**config.mk**
```make
export PLATFORM = sky130hd
export DESIGN_NAME = sar_search_flat
export DESIGN_NICKNAME = d
export VERILOG_FILES = /design/src/rtl/sar_search_if.sv /design/src/rtl/sar_search.sv /design/src/flat_wrapper.sv
export SDC_FILE = /design/constraint.sdc
export NUM_CORES = 1
export LEC_CHECK = 0
export CORE_MARGIN = 2
export CORE_UTILIZATION = 57
export DETAILED_ROUTE_END_ITERATION = 8
export GPL_TIMING_DRIVEN = 0
export PLACE_DENSITY = 0.95
export SYNTH_ARGS = -nofsm -noshare
export SYNTH_HDL_FRONTEND = slang
export SYNTH_SLANG_ARGS = --single-unit
```
**constraint.sdc**
```tcl
create_clock -name clk -period 3.4 [get_ports clk]
set_clock_uncertainty 0.2 [all_clocks]
set_input_delay 0.68 -clock clk [delete_from_list [all_inputs] [get_ports clk]]
set_output_delay 0.68 -clock clk [all_outputs]
set_load 0.005 [all_outputs]
```
**src/rtl/sar_search_if.sv**
```systemverilog
`default_nettype none
// +--------------------------------------------------------------------+
// | sar_search_if : control/result bundle between a requester and the  |
// | SAR search controller, plus the comparator feedback path.          |
// | Revision 1.0                                                       |
// +--------------------------------------------------------------------+
interface sar_search_if #(
  parameter int WIDTH = 4
);
  logic             start;
  logic             g;
  logic             e;
  logic             l;
  logic [WIDTH-1:0] trial;
  logic             busy;
  logic             done;
  logic [WIDTH-1:0] result;
  logic             exact;
  logic             err;

  modport master (
    output start, g, e, l,
    input  trial, busy, done, result, exact, err
  );

  modport slave (
    input  start, g, e, l,
    output trial, busy, done, result, exact, err
  );
endinterface
`default_nettype wire

```
**src/rtl/sar_search.sv**
```systemverilog
`default_nettype none
// +--------------------------------------------------------------------+
// | sar_search : successive-approximation search around a magnitude    |
// | comparator; binary-searches the comparator's unknown operand.      |
// | Revision 1.0                                                       |
// +--------------------------------------------------------------------+
module sar_search #(
  parameter int WIDTH = 4
) (
  input  wire           clk,
  input  wire           rst_n,
  sar_search_if.slave   bus
);
  localparam int IW = (WIDTH > 1) ? $clog2(WIDTH) : 1;

  localparam logic [1:0] S_IDLE  = 2'd0;
  localparam logic [1:0] S_TEST  = 2'd1;
  localparam logic [1:0] S_CHECK = 2'd2;
  localparam logic [1:0] S_DONE  = 2'd3;

  logic [1:0]       state_q, state_d;
  logic [WIDTH-1:0] trial_q, trial_d;
  logic [WIDTH-1:0] acc_q, acc_d;
  logic [WIDTH-1:0] result_q, result_d;
  logic [IW-1:0]    idx_q, idx_d;
  logic             exact_q, exact_d;
  logic             err_q, err_d;

  logic             w_legal;
  logic [WIDTH-1:0] w_acc_new;

  // Exactly one flag high: odd parity rules out 0 and 2, the AND rules out 3.
  assign w_legal   = (bus.g ^ bus.e ^ bus.l) & ~(bus.g & bus.e & bus.l);
  assign w_acc_new = bus.g ? trial_q : acc_q;

  always_comb begin
    state_d  = state_q;
    trial_d  = trial_q;
    acc_d    = acc_q;
    result_d = result_q;
    idx_d    = idx_q;
    exact_d  = exact_q;
    err_d    = err_q;
    case (state_q)
      S_IDLE: begin
        if (bus.start) begin
          state_d = S_TEST;
          acc_d   = '0;
          idx_d   = IW'(WIDTH - 1);
          trial_d = WIDTH'(1) << (WIDTH - 1);
          exact_d = 1'b0;
          err_d   = 1'b0;
        end
      end
      S_TEST: begin
        if (!w_legal) begin
          state_d  = S_DONE;
          result_d = acc_q;
          err_d    = 1'b1;
          exact_d  = 1'b0;
        end else if (bus.e) begin
          state_d  = S_DONE;
          result_d = trial_q;
          exact_d  = 1'b1;
        end else begin
          acc_d = w_acc_new;
          if (idx_q != '0) begin
            idx_d   = idx_q - IW'(1);
            trial_d = w_acc_new | (WIDTH'(1) << (idx_q - IW'(1)));
          end else begin
            state_d = S_CHECK;
            trial_d = w_acc_new;
          end
        end
      end
      S_CHECK: begin
        state_d  = S_DONE;
        result_d = acc_q;
        exact_d  = w_legal & bus.e;
        err_d    = ~w_legal;
      end
      default: state_d = S_IDLE;
    endcase
  end

  always_ff @(posedge clk or negedge rst_n) begin
    if (!rst_n) begin
      state_q  <= S_IDLE;
      trial_q  <= '0;
      acc_q    <= '0;
      result_q <= '0;
      idx_q    <= '0;
      exact_q  <= 1'b0;
      err_q    <= 1'b0;
    end else begin
      state_q  <= state_d;
      trial_q  <= trial_d;
      acc_q    <= acc_d;
      result_q <= result_d;
      idx_q    <= idx_d;
      exact_q  <= exact_d;
      err_q    <= err_d;
    end
  end

  assign bus.trial  = trial_q;
  assign bus.busy   = (state_q == S_TEST) || (state_q == S_CHECK);
  assign bus.done   = (state_q == S_DONE);
  assign bus.result = result_q;
  assign bus.exact  = exact_q;
  assign bus.err    = err_q;
endmodule
`default_nettype wire
```
**src/flat_wrapper.sv**
```systemverilog
// flat-port wrapper written by rule: the top's interface ports become plain ports
module sar_search_flat 
#(
  parameter int WIDTH = 4
)
  (clk, rst_n, bus_start, bus_g, bus_e, bus_l, bus_trial, bus_busy, bus_done, bus_result, bus_exact, bus_err);
  sar_search_if #(.WIDTH(WIDTH)) bus_i ();
  input  wire clk;
  input  wire rst_n;
  input wire logic [$bits(bus_i.start)-1:0] bus_start;
  input wire logic [$bits(bus_i.g)-1:0] bus_g;
  input wire logic [$bits(bus_i.e)-1:0] bus_e;
  input wire logic [$bits(bus_i.l)-1:0] bus_l;
  output wire logic [$bits(bus_i.trial)-1:0] bus_trial;
  output wire logic [$bits(bus_i.busy)-1:0] bus_busy;
  output wire logic [$bits(bus_i.done)-1:0] bus_done;
  output wire logic [$bits(bus_i.result)-1:0] bus_result;
  output wire logic [$bits(bus_i.exact)-1:0] bus_exact;
  output wire logic [$bits(bus_i.err)-1:0] bus_err;
  assign bus_i.start = bus_start;
  assign bus_i.g = bus_g;
  assign bus_i.e = bus_e;
  assign bus_i.l = bus_l;
  assign bus_trial = bus_i.trial;
  assign bus_busy = bus_i.busy;
  assign bus_done = bus_i.done;
  assign bus_result = bus_i.result;
  assign bus_exact = bus_i.exact;
  assign bus_err = bus_i.err;
  sar_search #(.WIDTH(WIDTH)) u_core (.clk(clk), .rst_n(rst_n), .bus(bus_i));
endmodule
```
# Yosys cells after proc, flatten, opt, wreduce, memory -nomap -nowiden
# Index checks and enable logic that the tools add are counted.
op_classes:
  addsub: 1
  eq_ne: 10
  shift: 1
  mux: 29
  bitwise_logic: 9
  reduce_logical: 12
ops:
  columns: ["cell", "n"]
  rows:
  - ["2-to-1 mux 4 bit", 10]
  - ["one-hot mux 4 bit (2 select lines)", 3]
  - ["2-to-1 mux 2 bit", 8]
  - ["inequality test 2 bit, second input constant", 3]
  - ["one-hot mux 1 bit (3 select lines)", 2]
  - ["one-hot mux 2 bit (3 select lines)", 1]
  - ["AND reduction 3 bit", 2]
  - ["nonzero test 2 bit", 3]
  - ["AND reduction 5 bit", 1]
  - ["bitwise AND 1 bit", 4]
  - ["equality test 2 bit, second input constant", 2]
  - ["2-to-1 mux 1 bit", 4]
  - ["inequality test 2 x 1 -> 1 bit, second input constant", 2]
  - ["inequality test 4 bit, second input constant", 1]
  - ["bitwise OR 4 bit", 1]
  - ["one-hot mux 2 bit (2 select lines)", 1]
  - ["AND reduction 2 bit", 2]
  - ["AND reduction 4 bit", 1]
  - ["left shift 1 x 2 -> 4 bit, first input constant", 1]
  - ["inequality test 3 bit, second input constant", 1]
  - ["nonzero test 3 bit", 1]
  - ["equality test 2 x 1 -> 1 bit, second input constant", 1]
  - ["zero test 2 bit", 1]
  - ["NOT 1 bit", 2]
  - ["other kinds (3)", 4]
totals:
  reg_bits: 18
  in_bits: 6
  out_inout_bits: 12
  wordCells: 69

# Logic depth before layout (Yosys ltp)
# Gate-level depths: netlist of the first run.
depth:
  ltp_word: 7
  ltp_mapped: 7
  mapped_depth_nobuf: 6

# Worst setup path after synthesis of the first run
# Ideal clock, no wire load.
synth_path:
  path_type: "input -> register"
  startpoint: "input port bus_e"
  endpoint: "register u_core.state_q[1]"
  setup_time_ns: 0.125
  arrival_time_ns: 2.117
  setup_slack_ns: 0.958
  stages: 6
  cell_sequence: "ha_1 -> or3b_1 -> buf_6 -> a21oi_4 -> a21oi_2 -> mux2_4"
synth_between:
  elab_chain_cells: 6
synth_lines:
  columns: ["item", "line", "text"]
  rows:
  - ["start: declaration", "flat_wrapper.sv:12", "input wire logic [$bits(bus_i.e)-1:0] bus_e;"]
  - ["bitwise AND 1 bit (2 in a row)", "sar_search.sv:33", "assign w_legal = (bus.g ^ bus.e ^ bus.l) & ~(bus.g & bus.e & bus.l);"]
  - ["NOT 1 bit", "sar_search.sv:33", null]
  - ["bitwise AND 1 bit", "sar_search.sv:33", null]
  - ["2-to-1 mux 2 bit / inequality test 4 bit (equally long branches)", null, null]
  - ["one-hot mux 2 bit (3 select lines) / AND reduction 2 bit (equally long branches)", null, null]
  - ["end signal: assignment", "sar_search.sv:96", "state_q <= state_d;"]
  - ["end: declaration", "sar_search.sv:21", "logic [1:0] state_q, state_d;"]
# Parallel ways exist; a longest one is shown, timed or not.
# A chain may end at the register's enable or synchronous reset.

# Worst setup path in the final report of the first run
layout_path:
  startpoint: "input port bus_e"
  endpoint: "register u_core.acc_q[0]"
layout_between:
  elab_chain_cells: 6
layout_lines:
  columns: ["item", "line", "text"]
  rows:
  - ["bitwise AND 1 bit (2 in a row)", "sar_search.sv:33", null]
  - ["NOT 1 bit", "sar_search.sv:33", null]
  - ["bitwise AND 1 bit", "sar_search.sv:33", null]
  - ["inequality test 2 x 1 -> 1 bit (no line)", null, null]
  - ["AND reduction 4 bit (no line) (*)", null, null]
  - ["end signal: assignment", "sar_search.sv:90", "acc_q <= '0;"]
  - ["end signal: assignment", "sar_search.sv:98", "acc_q <= acc_d;"]
  - ["end: declaration", "sar_search.sv:23", "logic [WIDTH-1:0] acc_q, acc_d;"]
# Every way passes the cells marked *; elsewhere a longest branch is shown, timed or not.

==> results.toml, run 1 <==
[clock_tree]
cts_root_buf = "clkbuf_4"
clk_pin_slew_ns = 0.10
clock_latency_ns = 0.29
cts_made_buffers = 3
clockBufferDepth = 2
htree_levels = 1
cts.sinks = 18
tritoncts = "yes"
postCtsSetupBuffers = 0
postCtsHoldBufs = 0
post_cts_resized = 0

[synthesis]
yosysSeqAreaShare_pct = 37.7
synth.yosys.warnings = 0
synth.distinct_cells = 33
ys_top_cells_by_area = "dfrtp_1 (38%), ha_1 (7.3%), o21ai_0 (5.0%), nand2_1 (5.0%), o211ai_1 (3.8%)"
yosys.area.top_type = "dfrtp_1"
yosys_register_bits = 18
syn-num-nets = 147
synth_async_sr_flop_share_pct = 100
syn-instance-count = 134
syn-cell-area_mm2 = 0.00119
syn_area_per_cell_um2 = 8.91
yosysTopAreaCellShare_pct = 37.7
synth_commonest_cells = "dfrtp_1 (18), nand2_1 (16), o21ai_0 (12)"
synth_edf_count = 0
synth.most_common_cell = "dfrtp_1"
ys.flop_type = "dfrtp_1"

[status]
status = "finished, final reports clean"

[timing]
max_slew_margin_pct = 45.3
worst_slew_pin_slew_ns = 0.817
setup_viol = 0
finalSetupTns_ns = 0
rsz0062_at_grt = "false"
finalHoldViolations = 0
clock.fmax_mhz = 329
layout_min_cycle_time_ns = 3.04
finalMaxSlewViolations = 0
whs_ns = 0.352
min_period_over_period_pct = 89.4

[run]
maxCapViolCount = 0

[floorplan]
start_util_pct = 60.8
row_count = 16
pin_count = 18
core-area_mm2 = 0.00196
dieArea_mm2 = 0.00248
die_w_um = 49.8
die_h_um = 49.8

[grt]
grt_max_degree = 19
antenna_found_initial = 0
overflow = 0
grt_pass1_vias = 1139
grt_pass1_wl_um = 4950
track_usage_pct = 25.9

[critical_path]
timing.critical_path.arrival_ns = 3.05
max_stage_delay_ns = 0.68
crit_path_end_kind = "register"
startpoint_type = "input port"
worstPathCellList = "clkdlybuf4s50_1 > ha_1 > or3b_1 > buf_6 > a21oi_1 > nand4_1 > o211ai_1"
crit_slowest_cell = "clkdlybuf4s50_1"
critPathKind = "in -> reg"
cp.required_ns = 3.41
cp_max_fo = 8

[placed_design]
port_buffers = 17
placed_area_mm2 = 0.00140
gp_congestion = 0.878
dp_hpwl_um = 2190
placedCellCount = 178

[route]
firstDrtPassIters = 4
drt-initial-drc-count = 53
ant_nets = 0
drc_errors = 0
viasPerCell = 6.19
routed_wl_um = 2820
via_count = 1127
wl_per_cell_um = 15.5

[finish]
stdcell_area_mm2 = 0.00143
fin_util_pct = 73.1
n_antenna_cell = 0
fin_nets = 169
final_cells = 182
areaGrowthSynthToFinish_pct = 20.1
drive_above_1_share_pct = 8.39

[power]
irDropWorstVdd_mv = 0.590
powerDensity_mw_per_mm2 = 899
p_leak_uw = 0.000579

[hold_path]
hp-class = "reg -> reg"
-- where the power goes --
part	leakage [uW]	switching, uW	internal (uW)
clock network	0.0000210	65.4	65.3
registers	0.000224	95.6	310
logic	0.000334	385	367
-- layout by cell type, fill, tap and decap left out, types with 2 or more instances in the layout --
cell type        count
clkbuf_4             3
mux2i_1              4
inv_1                7
a21oi_1              8
dfrtp_1             18
nor3b_1              2
nand4_1              4
nor2b_1              5
clkdlybuf4s50_1     17
nor2_1               7
o211ai_1             6
a311oi_1             2
ha_1                 7
o22ai_1              2
nand2_1             16
clkbuf_1             5
o221ai_1             3
nand2b_1             4
a2bb2oi_1            4
o21ai_0             12
nand3_1              4
-- metal layers --
| metal | routed length [um] | track usage [%] | part of all wire, % | vias up |
|---|---|---|---|---|
| li1 | - | - | - | 535 |
| met3 | 184 | 4.24 | 6.5 | 12 |
| met5 | 0 | 0 | 0 | - |
| met4 | 70 | 10.6 | 2.5 | 0 |
| met2 | 1410 | 44.2 | 50 | 46 |
| met1 | 1160 | 32.4 | 41 | 534 |
-- metrics by stage --
step	setup WS [ns]	power (uW)
floorplan	0.958	870
global placement	0.215	1120
detailed placement	0.131	1150
CTS	0.439	1290
global route	0.322	1400
finish	0.360	1290
-- critical path, delay by kind of cell --
family | cells | cell delay, ns
AOI/OAI and AO/OA | 2 | 0.67
and+or+nand+nor | 2 | 0.57
adders and majority gates | 1 | 0.31
buffers and inverters | 2 | 0.82
-- path summary, 6_finish.rpt --
| check | start | endpoint | slack, ns | depth (start not counted) |
|---|---|---|---|---|
| worst max-delay path | bus_e | u_core.acc_q[0]$_DFFE_PN0P_ | 0.36 | 7 |
| worst min-delay path | u_core.bus.result[3]$_DFFE_PN0P_ | u_core.bus.result[3]$_DFFE_PN0P_ | 0.35 | 1 |
| worst max register to register | u_core.state_q[0]$_DFFE_PN0P_ | u_core.idx_q[0]$_DFFE_PN0P_ | 1.23 | 7 |
| worst min register to register | u_core.bus.result[3]$_DFFE_PN0P_ | u_core.bus.result[3]$_DFFE_PN0P_ | 0.35 | 1 |
| max in group asynchronous | rst_n | u_core.bus.trial[2]$_DFFE_PN0P_ | 1.84 | 1 |
| min in group asynchronous | rst_n | u_core.state_q[0]$_DFFE_PN0P_ | 0.65 | 1 |
-- state kept, by name (all words and copies together), names as in the netlist --
register	flops
u_core.acc_q	4
u_core.bus.err	1
u_core.bus.exact	1
u_core.bus.result	4
u_core.bus.trial	4
u_core.idx_q	2
u_core.state_q	2
-- area by class of cell --
class                   count  area (um^2)
repair buffers             17          170
well taps                  27         33.8
inverters                   7         26.3
fillers                   147          528
plain buffers               7         33.8
multi-input cells         102          683
clock buffers               4         36.3
flip-flops and latches     18          450
-- cells by family (layout without fill, tap and decap cells) --
| kind of cell | count (synthesis) | in the layout | synth area share, % |
|---|---|---|---|
| AO/OA/AOI/OAI | 41 | 41 | 23.5 |
| AND/OR/NAND/NOR | 48 | 48 | 20.9 |
| adder cells (fa/ha/maj) | 7 | 7 | 7.34 |
| flip-flops | 18 | 18 | 37.7 |
| buffers and inverters | 14 | 35 | 5.03 |
| multiplexers | 6 | 6 | 5.56 |
Note: power is estimated with default switching activity, not from simulation.
==> run 2: changes to the inputs <==
- SETUP_SLACK_MARGIN: unset -> 0.4
==> results.toml, run 2 (synthesis gave the netlist of run 1 again) <==
[status]
status = "finished, final reports clean"

[clock_tree]
clock_latency_ns = 0.30
postCtsHoldBufs = 0
cts.sinks = 18
tritoncts = "yes"
cts_made_buffers = 3
htree_levels = 1
clk_pin_slew_ns = 0.11
clockBufferDepth = 2
cts_root_buf = "clkbuf_4"

[grt]
grt_pass1_wl_um = 4950
met2_usage_pct = 44.2
antenna_found_initial = 0
top_usage_layer = "met2"
use_met3_pct = 4.24
met1_usage_pct = 32.4
grt_max_degree = 19
overflow = 0
grt_pass1_vias = 1139
track_usage_pct = 25.9

[finish]
nFillCells = 144
fin_nets = 169
layout_common_cells = "dfrtp_1 (18), nand2_1 (16), clkdlybuf4s50_1 (16)"
n_antenna_cell = 0
stdcell_area_mm2 = 0.00144
areaGrowthSynthToFinish_pct = 20.6
drive_above_1_share_pct = 9.03
layout_commonest_cell = "dfrtp_1"

[timing]
finalHoldViolations = 0
worst_slew_pin_slew_ns = 0.828
max_slew_margin_pct = 44.7
rsz0062_at_grt = "false"
finalMaxSlewViolations = 0
whs_ns = 0.348
layout_min_cycle_time_ns = 2.71
worst_slack_ns = 0.687
min_period_over_period_pct = 79.8
setup_viol = 0
clock.fmax_mhz = 369
finalSetupTns_ns = 0

[floorplan]
die_w_um = 49.8
start_util_pct = 60.8
die_h_um = 49.8
core-area_mm2 = 0.00196
dieArea_mm2 = 0.00248
row_count = 16
pin_count = 18

[route]
wl_per_cell_um = 15.6
drc_errors = 0
ant_nets = 0
firstDrtPassIters = 4
via_count = 1142
drt-initial-drc-count = 35
routed_wl_um = 2840
viasPerCell = 6.27

[placed_design]
placed_area_mm2 = 0.00140
gp_congestion = 0.878
pre_cts_ws_ns = 0.131
dp_hpwl_um = 2190
port_buffers = 17

[power]
power_uw = 1290
irDropWorstVdd_mv = 0.590
p_leak_uw = 0.000588
powerDensity_mw_per_mm2 = 899

[hold_path]
hp-start = "u_core.bus.result[3]$_DFFE_PN0P_"
hp-class = "reg -> reg"

[critical_path]
reg2reg_from = "u_core.state_q[0]$_DFFE_PN0P_"
cp_max_fo = 8
cp.required_ns = 3.37
critPathKind = "in -> reg"
timing.critical_path.arrival_ns = 2.68
crit_path_start = "bus_g"
startpoint_type = "input port"
crit_path_end_kind = "register"

[run]
maxCapViolCount = 0
## run 2: changes by cell type in the layout (fill, tap and decap cells not counted), sizes merged
cell,delta
dlymetal6s2s,+1
clkdlybuf4s50,-1
## run 2: area by class of cell
| class | instances | area [um^2] | area share (%) |
|---|---|---|---|
| Buffer | 7 | 33.8 | 2.35 |
| Clock buffer | 4 | 36.3 | 2.52 |
| Inverter | 7 | 26.3 | 1.82 |
| Multi-Input combinational cell | 102 | 687 | 47.7 |
| Sequential cell | 18 | 450 | 31.3 |
| Tap cell | 27 | 33.8 | 2.35 |
| Timing Repair Buffer | 17 | 173 | 12.0 |
## run 2: stage by stage
step	utilization [%]	instances
detailed placement	71.2	178
finish	73.4	182
CTS	73.1	182
global route	73.4	182
floorplan	-	134
global placement	71.2	178
## run 2: what timing repair did
action / in CTS / in global routing
resized for setup: 0 / 2
buffers inserted: 0 / 0
setup endpoints to repair: 0 / 6
endpoints found under the hold margin: 0 / 0
## run 2: critical path, stage by stage
cell and delay (ns):
clkdlybuf4s50_1 0.48, ha_1 0.24, or3b_1 0.39, buf_6 0.14, and2_2 0.18, clkbuf_1 0.19
nor4_1 0.29, a311oi_1 0.09
## run 2: where the power goes
group | internal [uW] | total (uW) | leakage, uW | switching (uW)
Sequential | 310 | 406 | 0.000224 | 96.2
Combinational | 367 | 754 | 0.000343 | 387
Clock | 65.4 | 134 | 0.0000210 | 68.9
## run 2: final timing paths
path | endpoint | slack [ns] | depth (start not counted)
max in group asynchronous | u_core.bus.result[3]$_DFFE_PN0P_ | 1.84 | 1
min | u_core.bus.result[3]$_DFFE_PN0P_ | 0.35 | 1
min in group asynchronous | u_core.state_q[0]$_DFFE_PN0P_ | 0.64 | 1
max | u_core.idx_q[0]$_DFFE_PN0P_ | 0.69 | 8
max reg2reg | u_core.idx_q[0]$_DFFE_PN0P_ | 1.24 | 7
min reg2reg | u_core.bus.result[3]$_DFFE_PN0P_ | 0.35 | 1
## run 2: routing by layer
metal	wire [um]	share of wire (%)	up-vias
met5	0	0	-
met4	102	3.6	0
met3	217	7.7	21
met2	1390	49	60
met1	1130	40	527
li1	-	-	534
==> run 3: changes to the inputs <==
- CORE_UTILIZATION: 57 -> 53
- PLACE_DENSITY: 0.95 -> 0.89
- clock period: 3.4 -> 2.76 ns (I/O delays scaled with it)
==> results.toml, run 3 (synthesis gave the netlist of run 1 again) <==
[grt]
track_usage_pct = 26.4
grt_pass1_vias = 1128
grt_max_degree = 19
antenna_found_initial = 0
grt_pass1_wl_um = 5190
overflow = 0

[critical_path]
worstPathCellList = "inv_2 > ha_4 > clkdlybuf4s50_1"
cp.required_ns = 2.01
r2r_slack_ns = 0.53
reg2reg_from = "u_core.state_q[1]$_DFFE_PN0P_"
crit_family = "buffers and inverters"
path_buf_inv = 2
cp_max_fo = 5
crit_slowest_cell = "clkdlybuf4s50_1"
max_stage_delay_ns = 0.50
crit_path_start = "u_core.state_q[1]$_DFFE_PN0P_"
startpoint_type = "register"
critPathKind = "reg -> out"
crit_path_end_kind = "output port"
timing.critical_path.arrival_ns = 1.59

[floorplan]
row_count = 17
pin_count = 18
start_util_pct = 55.0
dieArea_mm2 = 0.00265
die_w_um = 51.5
core-area_mm2 = 0.00217
die_h_um = 51.5

[power]
irDropWorstVdd_mv = 0.748
power_uw = 1710
p_int_uw = 984
powerDensity_mw_per_mm2 = 1100
p_leak_uw = 0.000624
combPwrFrac_pct = 61.3
seqPwrFrac_pct = 28.8
p_sw_share_pct = 42.5
clkPwrFrac_pct = 9.9
switchingPower_uw = 726

[status]
status = "finished, final reports clean"

[placed_design]
placed_area_mm2 = 0.00140
gp_congestion = 0.872
dp_hpwl_um = 2110
placedCellCount = 179
pre_cts_ws_ns = -0.407
port_buffers = 17

[timing]
rsz0062_at_grt = "true"
layout_min_cycle_time_ns = 2.35
worst_slack_ns = 0.413
finalHoldViolations = 0
setup_viol = 0
finalMaxSlewViolations = 0
worst_slew_pin_slew_ns = 0.836
clock.fmax_mhz = 426
min_period_over_period_pct = 85.0
max_slew_margin_pct = 44.1

[hold_path]
hp-class = "reg -> reg"
hp-start = "u_core.acc_q[3]$_DFFE_PN0P_"

[finish]
n_antenna_cell = 0
final_cells = 189
drive_above_1_share_pct = 19.3
fin_nets = 175
stdcell_area_mm2 = 0.00156
layout_common_cells = "dfrtp_1 (18), nand2_1 (16), clkdlybuf4s50_1 (15)"
layout_commonest_cell = "dfrtp_1"
areaGrowthSynthToFinish_pct = 30.3

[route]
ant_nets = 0
drt-initial-drc-count = 50
via_count = 1160
firstDrtPassIters = 4
viasPerCell = 6.14
routed_wl_um = 3110
wl_per_cell_um = 16.4
drc_errors = 0

[clock_tree]
tritoncts = "yes"
postCtsHoldBufs = 0
clockBufferDepth = 2
htree_levels = 1
clock_latency_ns = 0.31
clk_pin_slew_ns = 0.12
cts_root_buf = "clkbuf_4"
cts.sinks = 18
cts_made_buffers = 3

[run]
maxCapViolCount = 0
-- run 3: changes by cell type in the layout (fill, tap and decap cells not counted), sizes merged --
cell           delta
dlygate4sd2       +1
dlymetal6s2s      -1
clkbuf            +1
clkdlybuf4s50     -1
buf               +6
-- run 3: layer usage --
layer | vias up | share of wire (%) | routed length [um] | GRT usage (%)
met2 | 41 | 51 | 1580 | 45.3
li1 | 542 | - | - | -
met3 | 5 | 5.9 | 184 | 4.39
met1 | 572 | 42 | 1300 | 32.8
met4 | 0 | 1.0 | 32 | 10.1
met5 | - | 0 | 0 | 0
-- run 3: power groups by stage --
| stage | Sequential (uW) | Combinational (uW) | Clock [uW] |
|---|---|---|---|
| 5_1_grt | 510 | 1140 | 186 |
| 3_5_place_dp | 498 | 925 | 0 |
| 6_report | 492 | 1050 | 169 |
| 2_1_floorplan | 480 | 592 | 0 |
| 3_3_place_gp | 492 | 883 | 0 |
| 4_1_cts | 488 | 1020 | 170 |
-- run 3: worst paths after layout --
| kind | endpoint | cells past startpoint |
|---|---|---|
| worst max-delay path | bus_busy | 3 |
| worst min-delay path | u_core.acc_q[3]$_DFFE_PN0P_ | 2 |
| worst max register to register | u_core.idx_q[0]$_DFFE_PN0P_ | 7 |
| worst min register to register | u_core.acc_q[3]$_DFFE_PN0P_ | 2 |
| max in group asynchronous | u_core.acc_q[3]$_DFFE_PN0P_ | 1 |
| min in group asynchronous | u_core.state_q[1]$_DFFE_PN0P_ | 1 |
-- run 3: what timing repair did --
action | in CTS | in global routing
resized for setup | 19 | 7
setup buffers | 5 | 1
cloned | 0 | 0
endpoints found under the setup margin | 19 | 11
pin swaps | 6 | 1
-- run 3: layout make-up --
cell class	count	area [um^2]
multi-input cells	102	746
clock buffers	4	36.3
inverters	7	26.3
fillers	181	614
flip-flops and latches	18	450
well taps	28	35.0
plain buffers	7	45.0
repair buffers	23	216
-- run 3: metrics by stage --
stage / TNS (ns) / util (%) / hold slack (ns)
final: 0 / 71.7 / 0.355
after global routing: 0 / 71.7 / 0.380
after CTS: 0 / 71.1 / 0.354
after detailed placement: -5.30 / 64.5 / 0.332
after global placement: -4.52 / 64.5 / 0.326
after floorplan: 0 / - / 0.0564
-- run 3: tightest hold or removal path, stage by stage (launching register included) --
cell and delay [ns]:
dfrtp_1 0.39, nand2_1 0.06, o211ai_1 0.07
